`config.mk`:
```
export PLATFORM = sky130hd
export DESIGN_NAME = sc_input_debounce
export DESIGN_NICKNAME = d
export VERILOG_FILES = /design/src/rtl/sc_input_debounce_pkg.sv /design/src/rtl/sc_input_debounce_bit.sv /design/src/rtl/sc_input_debounce.sv
export SDC_FILE = /design/constraint.sdc
export NUM_CORES = 1
export LEC_CHECK = 0
export CAP_MARGIN = 20
export CORE_MARGIN = 2
export CORE_UTILIZATION = 40
export DETAILED_ROUTE_END_ITERATION = 10
export HOLD_SLACK_MARGIN = 0.05
export PLACE_DENSITY = 0.8
export SLEW_MARGIN = 5
export SYNTH_ARGS = -nofsm -noshare
export SYNTH_HDL_FRONTEND = slang
export SYNTH_SLANG_ARGS = --single-unit
```
`constraint.sdc`:
```
create_clock -name clock -period 1.3 [get_ports clock]
set_input_delay 0.325 -clock clock [delete_from_list [all_inputs] [get_ports clock]]
set_output_delay 0.325 -clock clock [all_outputs]
set_load 0.005 [all_outputs]
```
`src/rtl/sc_input_debounce_pkg.sv`:
```
// Shared constants for the board input conditioner and its I/O map neighbours.
// Default widths, debounce length and data-memory I/O addresses.
package sc_input_debounce_pkg;

    localparam int SW_W_DEF      = 10;
    localparam int KEY_W_DEF     = 4;
    localparam int DB_CYCLES_DEF = 500000;
    localparam int CNT_W_DEF     = 19;

    typedef enum logic [1:0] {
        IO_SW  = 2'd0,
        IO_KEY = 2'd1,
        IO_HEX = 2'd2,
        IO_LED = 2'd3
    } io_sel_e;

    localparam logic [31:0] IO_ADDR_SW  = 32'h0000_FF00;
    localparam logic [31:0] IO_ADDR_KEY = 32'h0000_FF04;
    localparam logic [31:0] IO_ADDR_HEX = 32'h0000_FF08;
    localparam logic [31:0] IO_ADDR_LED = 32'h0000_FF0C;

endpackage

```
`src/rtl/sc_input_debounce_bit.sv`:
```
// One input bit: 2-FF synchroniser, optional inversion, stable-level filter.
// The counter filter exists only when INPUT_DEBOUNCE_EN is defined.
module debounce_bit
    import sc_input_debounce_pkg::*;
#(
    parameter int DB_CYCLES = DB_CYCLES_DEF,
    parameter int CNT_W     = CNT_W_DEF,
    parameter bit INIT      = 1'b0,
    parameter bit INVERT    = 1'b0
) (
    input  logic i_clk,
    input  logic i_rst,
    input  logic i_d,
    output logic o_q,
    output logic o_acc
);

    logic r_meta;
    logic r_sync;
    logic w_s;

    always_ff @(posedge i_clk) begin
        if (i_rst) begin
            r_meta <= INIT;
            r_sync <= INIT;
        end else begin
            r_meta <= i_d;
            r_sync <= r_meta;
        end
    end

    assign w_s = r_sync ^ INVERT;

`ifdef INPUT_DEBOUNCE_EN
    logic [CNT_W-1:0] r_cnt;
    logic             r_q;
    logic             w_done;

    assign w_done = (r_cnt == CNT_W'(DB_CYCLES - 1));

    always_ff @(posedge i_clk) begin
        if (i_rst) begin
            r_cnt <= '0;
            r_q   <= 1'b0;
        end else if (w_s == r_q) begin
            r_cnt <= '0;
        end else if (w_done) begin
            r_q   <= w_s;
            r_cnt <= '0;
        end else begin
            r_cnt <= r_cnt + CNT_W'(1);
        end
    end

    assign o_q   = r_q;
    assign o_acc = (w_s != r_q) & w_done;
`else
    // Second sync stage doubles as the stable register.
    assign o_q   = w_s;
    assign o_acc = (r_meta ^ INVERT) != w_s;
`endif

endmodule

```
`src/rtl/sc_input_debounce.sv`:
```
// Switch/key conditioner feeding the data-memory I/O map.
// Define INPUT_DEBOUNCE_EN for the counter filter; otherwise sync only.
module sc_input_debounce
    import sc_input_debounce_pkg::*;
#(
    parameter int SW_W           = SW_W_DEF,
    parameter int KEY_W          = KEY_W_DEF,
    parameter int DB_CYCLES      = DB_CYCLES_DEF,
    parameter int CNT_W          = CNT_W_DEF,
    parameter bit KEY_ACTIVE_LOW = 1'b1
) (
    input  logic             clock,
    input  logic             reset,
    input  logic [SW_W-1:0]  sw_in,
    input  logic [KEY_W-1:0] key_in,
    input  logic [KEY_W-1:0] key_clr,
    output logic [SW_W-1:0]  sw_out,
    output logic [KEY_W-1:0] key_out,
    output logic [KEY_W-1:0] key_press,
    output logic             sw_changed
);

    logic [SW_W-1:0]  w_sw_q;
    logic [SW_W-1:0]  w_sw_acc;
    logic [KEY_W-1:0] w_key_q;
    logic [KEY_W-1:0] w_key_acc;
    logic [KEY_W-1:0] w_key_rise;
    logic [KEY_W-1:0] r_key_press;
    logic             r_sw_acc;
    logic             r_sw_changed;

    for (genvar g = 0; g < SW_W; g++) begin : g_sw
        debounce_bit #(
            .DB_CYCLES(DB_CYCLES),
            .CNT_W    (CNT_W),
            .INIT     (1'b0),
            .INVERT   (1'b0)
        ) u_bit (
            .i_clk(clock),
            .i_rst(reset),
            .i_d  (sw_in[g]),
            .o_q  (w_sw_q[g]),
            .o_acc(w_sw_acc[g])
        );
    end

    // Key sync FFs idle at the released pin level.
    for (genvar g = 0; g < KEY_W; g++) begin : g_key
        debounce_bit #(
            .DB_CYCLES(DB_CYCLES),
            .CNT_W    (CNT_W),
            .INIT     (KEY_ACTIVE_LOW),
            .INVERT   (KEY_ACTIVE_LOW)
        ) u_bit (
            .i_clk(clock),
            .i_rst(reset),
            .i_d  (key_in[g]),
            .o_q  (w_key_q[g]),
            .o_acc(w_key_acc[g])
        );
    end

    assign w_key_rise = w_key_acc & ~w_key_q;

    always_ff @(posedge clock) begin
        if (reset) begin
            r_key_press  <= '0;
            r_sw_acc     <= 1'b0;
            r_sw_changed <= 1'b0;
        end else begin
            r_key_press  <= w_key_rise | (r_key_press & ~key_clr);
            r_sw_acc     <= |w_sw_acc;
            r_sw_changed <= r_sw_acc;
        end
    end

    assign sw_out     = w_sw_q;
    assign key_out    = w_key_q;
    assign key_press  = r_key_press;
    assign sw_changed = r_sw_changed;

endmodule
```
==> summary.md <==
| Metric | Value |
|---|---|
| Status | `complete, no violations` |
| R2R depth | `4` |
| Ys Warns | `0` |
| DP HPWL | `1280 um` |
| Register area share after synthesis | `58.2%` |
| Pleak | `0.000735 uW` |
| CTS tree | `done` |
| CP cell instances | `inv_1 -> dlygate4sd2_1` |
| Largest net degree at the start of global routing | `35` |
| Final setup fails | `0` |
| Data required, critical path | `0.98 ns` |
| Mean Syn Cell Area | `10.7 um2` |
| Cells after DPL | `162` |
| Die width | `58.1 um` |
| Fmax | `0.804 GHz` |
| Initial antenna violation count | `0` |
| Layout cells sized above 1 | `19.9%` |
| Core box area | `2760 um2` |
| Area growth, synth to finish | `34.9%` |
| Kind of critical path | `reg2out` |
| Sw Share | `20.3%` |
| Hold Path Class | `reg2reg` |
| Grt ovf | `0` |
| Actual slew at the worst max-slew pin | `0.273 ns` |
| First-pass GRT wire length | `2850 um` |
| Critical Path AT | `0.92 ns` |
| Final cycle utilization of the critical path | `95.7%` |
| Nature of the critical path endpoint | `primary output` |
| Per-cell routed wire length | `9.94 um` |
| Port Buffers | `38` |
| Psw | `375 uW` |
| Via-to-Cell Ratio | `4.29` |
| Internal | `1470 uW` |
| VDD IR max | `0.925 mV` |
| Final core occ | `57.2%` |
| Final Hold Fails | `0` |
| Slowest CP cell | `dfxtp_1` |
| Sequential share of power | `60.7%` |
| CTS Buffer Depth | `2` |
| Final wirelength | `1710 um` |
| Max FO, Critical Path | `2` |
| Via Count | `738` |
| Pins Over Slew Limit | `0` |
| Worst r2r src | `g_sw[6].u_bit.o_q` |
| Total GRT Usage | `11.8%` |
| CTS clock-pin slew for the worst setup and hold paths | `0.09 ns` |
| WHS | `0.439 ns` |
| Yosys cell types | `12` |
| # clock sinks | `34` |
| Clock tree root buffer cell | `clkbuf_4` |
| Unrepaired setup endpoints after global routing | `no` |
| Starting Density | `42.4%` |
| Antenna cells | `0` |
| Combinational share of power | `10.4%` |
| Flop-to-flop setup slack | `0.13 ns` |
| Relative slew slack | `81.6%` |
| Maxcap violations | `0` |
| 1st-iter DRT viols | `3` |
| Floorplan row count | `19` |
| Worst Skew | `0.00278 ns` |
| Cell area after synthesis | `1170 um2` |
| Layout Nets | `162` |
| CP Launch Point | `g_key[0].u_bit.r_sync` |
| DR pass1 iterations | `3` |
| Reg2reg end | `r_sw_acc` |
| Drt drc | `0` |
| Crit path to | `key_out[0]` |
| Clock share of power | `28.9%` |
| Pwr Density | `1170 nW/um2` |
| Antenna Nets Post-Route | `0` |
| Synth Instances | `109` |
| Synthesized net count | `129` |
| Cell Count, Final, Fillers Out | `172` |
| # IOs | `39` |
| Slowest stage delay, CP | `0.31 ns` |
| Chip height | `58.1 um` |
| Power consumption | `1850 uW` |
| #FFs+latches synth | `34` |
| H-tree lvl count | `2` |
| GP Congestion | `0.652` |
| Setup crit start kind | `flop` |
| Insertion delay to the later sink of the worst-skew pair | `0.31 ns` |
| Vias in the first global route | `726` |
| Minimum clock period | `1.24 ns` |
| CTS buffer count | `5` |
| Die area | `3370 um2` |
-- cell usage after synthesis --
cell type  instances  share of area [%]
dfxtp_1           34                 58
nor2b_1           25                 13
buf_4             14                9.0
inv_1              8                2.6
or2_1              8                4.3
xor2_1             8                6.0
o22ai_1            4                2.1
buf_2              2               0.86
nor4_1             2                1.1
xnor2_1            2                1.5
a41oi_1            1               0.75
clkbuf_1           1               0.32
-- layer usage --
metal	track usage, %	up-vias	part of all wire [%]
li1	-	383	-
met1	11.6	325	40
met2	19.8	26	50
met3	6.03	4	8.3
met4	6.98	0	2.0
met5	0	-	0
-- worst min path at each step --
stage                                     start  depth (start not counted)                    end
after floorplan                           reset                          1      g_sw[0].u_bit.o_q
after global routing                   r_sw_acc                          1             sw_changed
final                     g_key[3].u_bit.r_meta                          1  g_key[3].u_bit.r_sync
after global placement    g_key[3].u_bit.r_meta                          1  g_key[3].u_bit.r_sync
after CTS                 g_key[3].u_bit.r_meta                          1  g_key[3].u_bit.r_sync
after detailed placement  g_key[0].u_bit.r_meta                          1  g_key[0].u_bit.r_sync
-- critical path: cells and delay by family (launching register included) --
family / cells / cell delay, ns
buf+inv: 2 / 0.29
flops: 1 / 0.31
-- power by group through the flow --
| stage | Sequential, uW | Clock, uW | Combinational, uW |
|---|---|---|---|
| floorplan | 1140 | 0 | 101 |
| global placement | 1140 | 0 | 197 |
| detailed placement | 1140 | 0 | 202 |
| CTS | 1120 | 557 | 193 |
| global route | 1130 | 608 | 214 |
| finish | 1120 | 533 | 193 |
-- state kept, by name (all words and copies together) (netlist names) --
signal,count
sw_changed,1
g_sw.u_bit.r_meta,10
r_sw_acc,1
g_sw.u_bit.o_q,10
g_key.u_bit.r_sync,4
g_key.u_bit.r_meta,4
key_press,4
-- layout by cell type (no fill, tap or decap) --
| cell | n |
|---|---|
| a41oi_1 | 1 |
| buf_12 | 1 |
| buf_4 | 4 |
| clkbuf_4 | 5 |
| clkbuf_8 | 1 |
| clkdlybuf4s15_1 | 3 |
| clkdlybuf4s50_1 | 19 |
| dfxtp_1 | 18 |
| dfxtp_2 | 16 |
| dlygate4sd2_1 | 16 |
| inv_1 | 8 |
| nor2b_1 | 25 |
| nor4_1 | 1 |
| nor4_2 | 1 |
| o22ai_1 | 4 |
| or2_1 | 8 |
| xnor2_1 | 2 |
| xor2_1 | 8 |
-- final cells by class --
class | count | area (um2)
multi-input cells | 50 | 347
flip-flops and latches | 34 | 701
well taps | 31 | 38.8
clock buffers | 6 | 51.3
repair buffers | 43 | 410
inverters | 8 | 30.0
fillers | 247 | 1180
-- through the flow --
step	TNS [ns]	area (um2)	worst slack, ns
after floorplan	0	1170	0.344
after global placement	0	1490	0.0100
after detailed placement	-0.115	1490	-0.0219
after CTS	0	1570	0.0286
after global routing	0	1580	0.00553
final	0	1580	0.0557
-- logic make-up (layout without fill, tap and decap cells) --
logic type                Yosys count  count (layout)  synth area share (%)
and+or+nand+nor                    35              35                  18.7
DFF                                34              34                  58.2
buffers and inverters              25              57                  12.7
xor gates and xnor gates           10              10                  7.49
AOI/OAI and AO/OA                   5               5                  2.89
-- what timing repair did --
item / 4_1_cts / 5_1_grt
endpoints found under the setup margin: 19 / 4
hold buffers: 0 / 0
buffers inserted: 4 / 0
gates resized for setup: 33 / 6
Power figures use the tool's default switching activity.
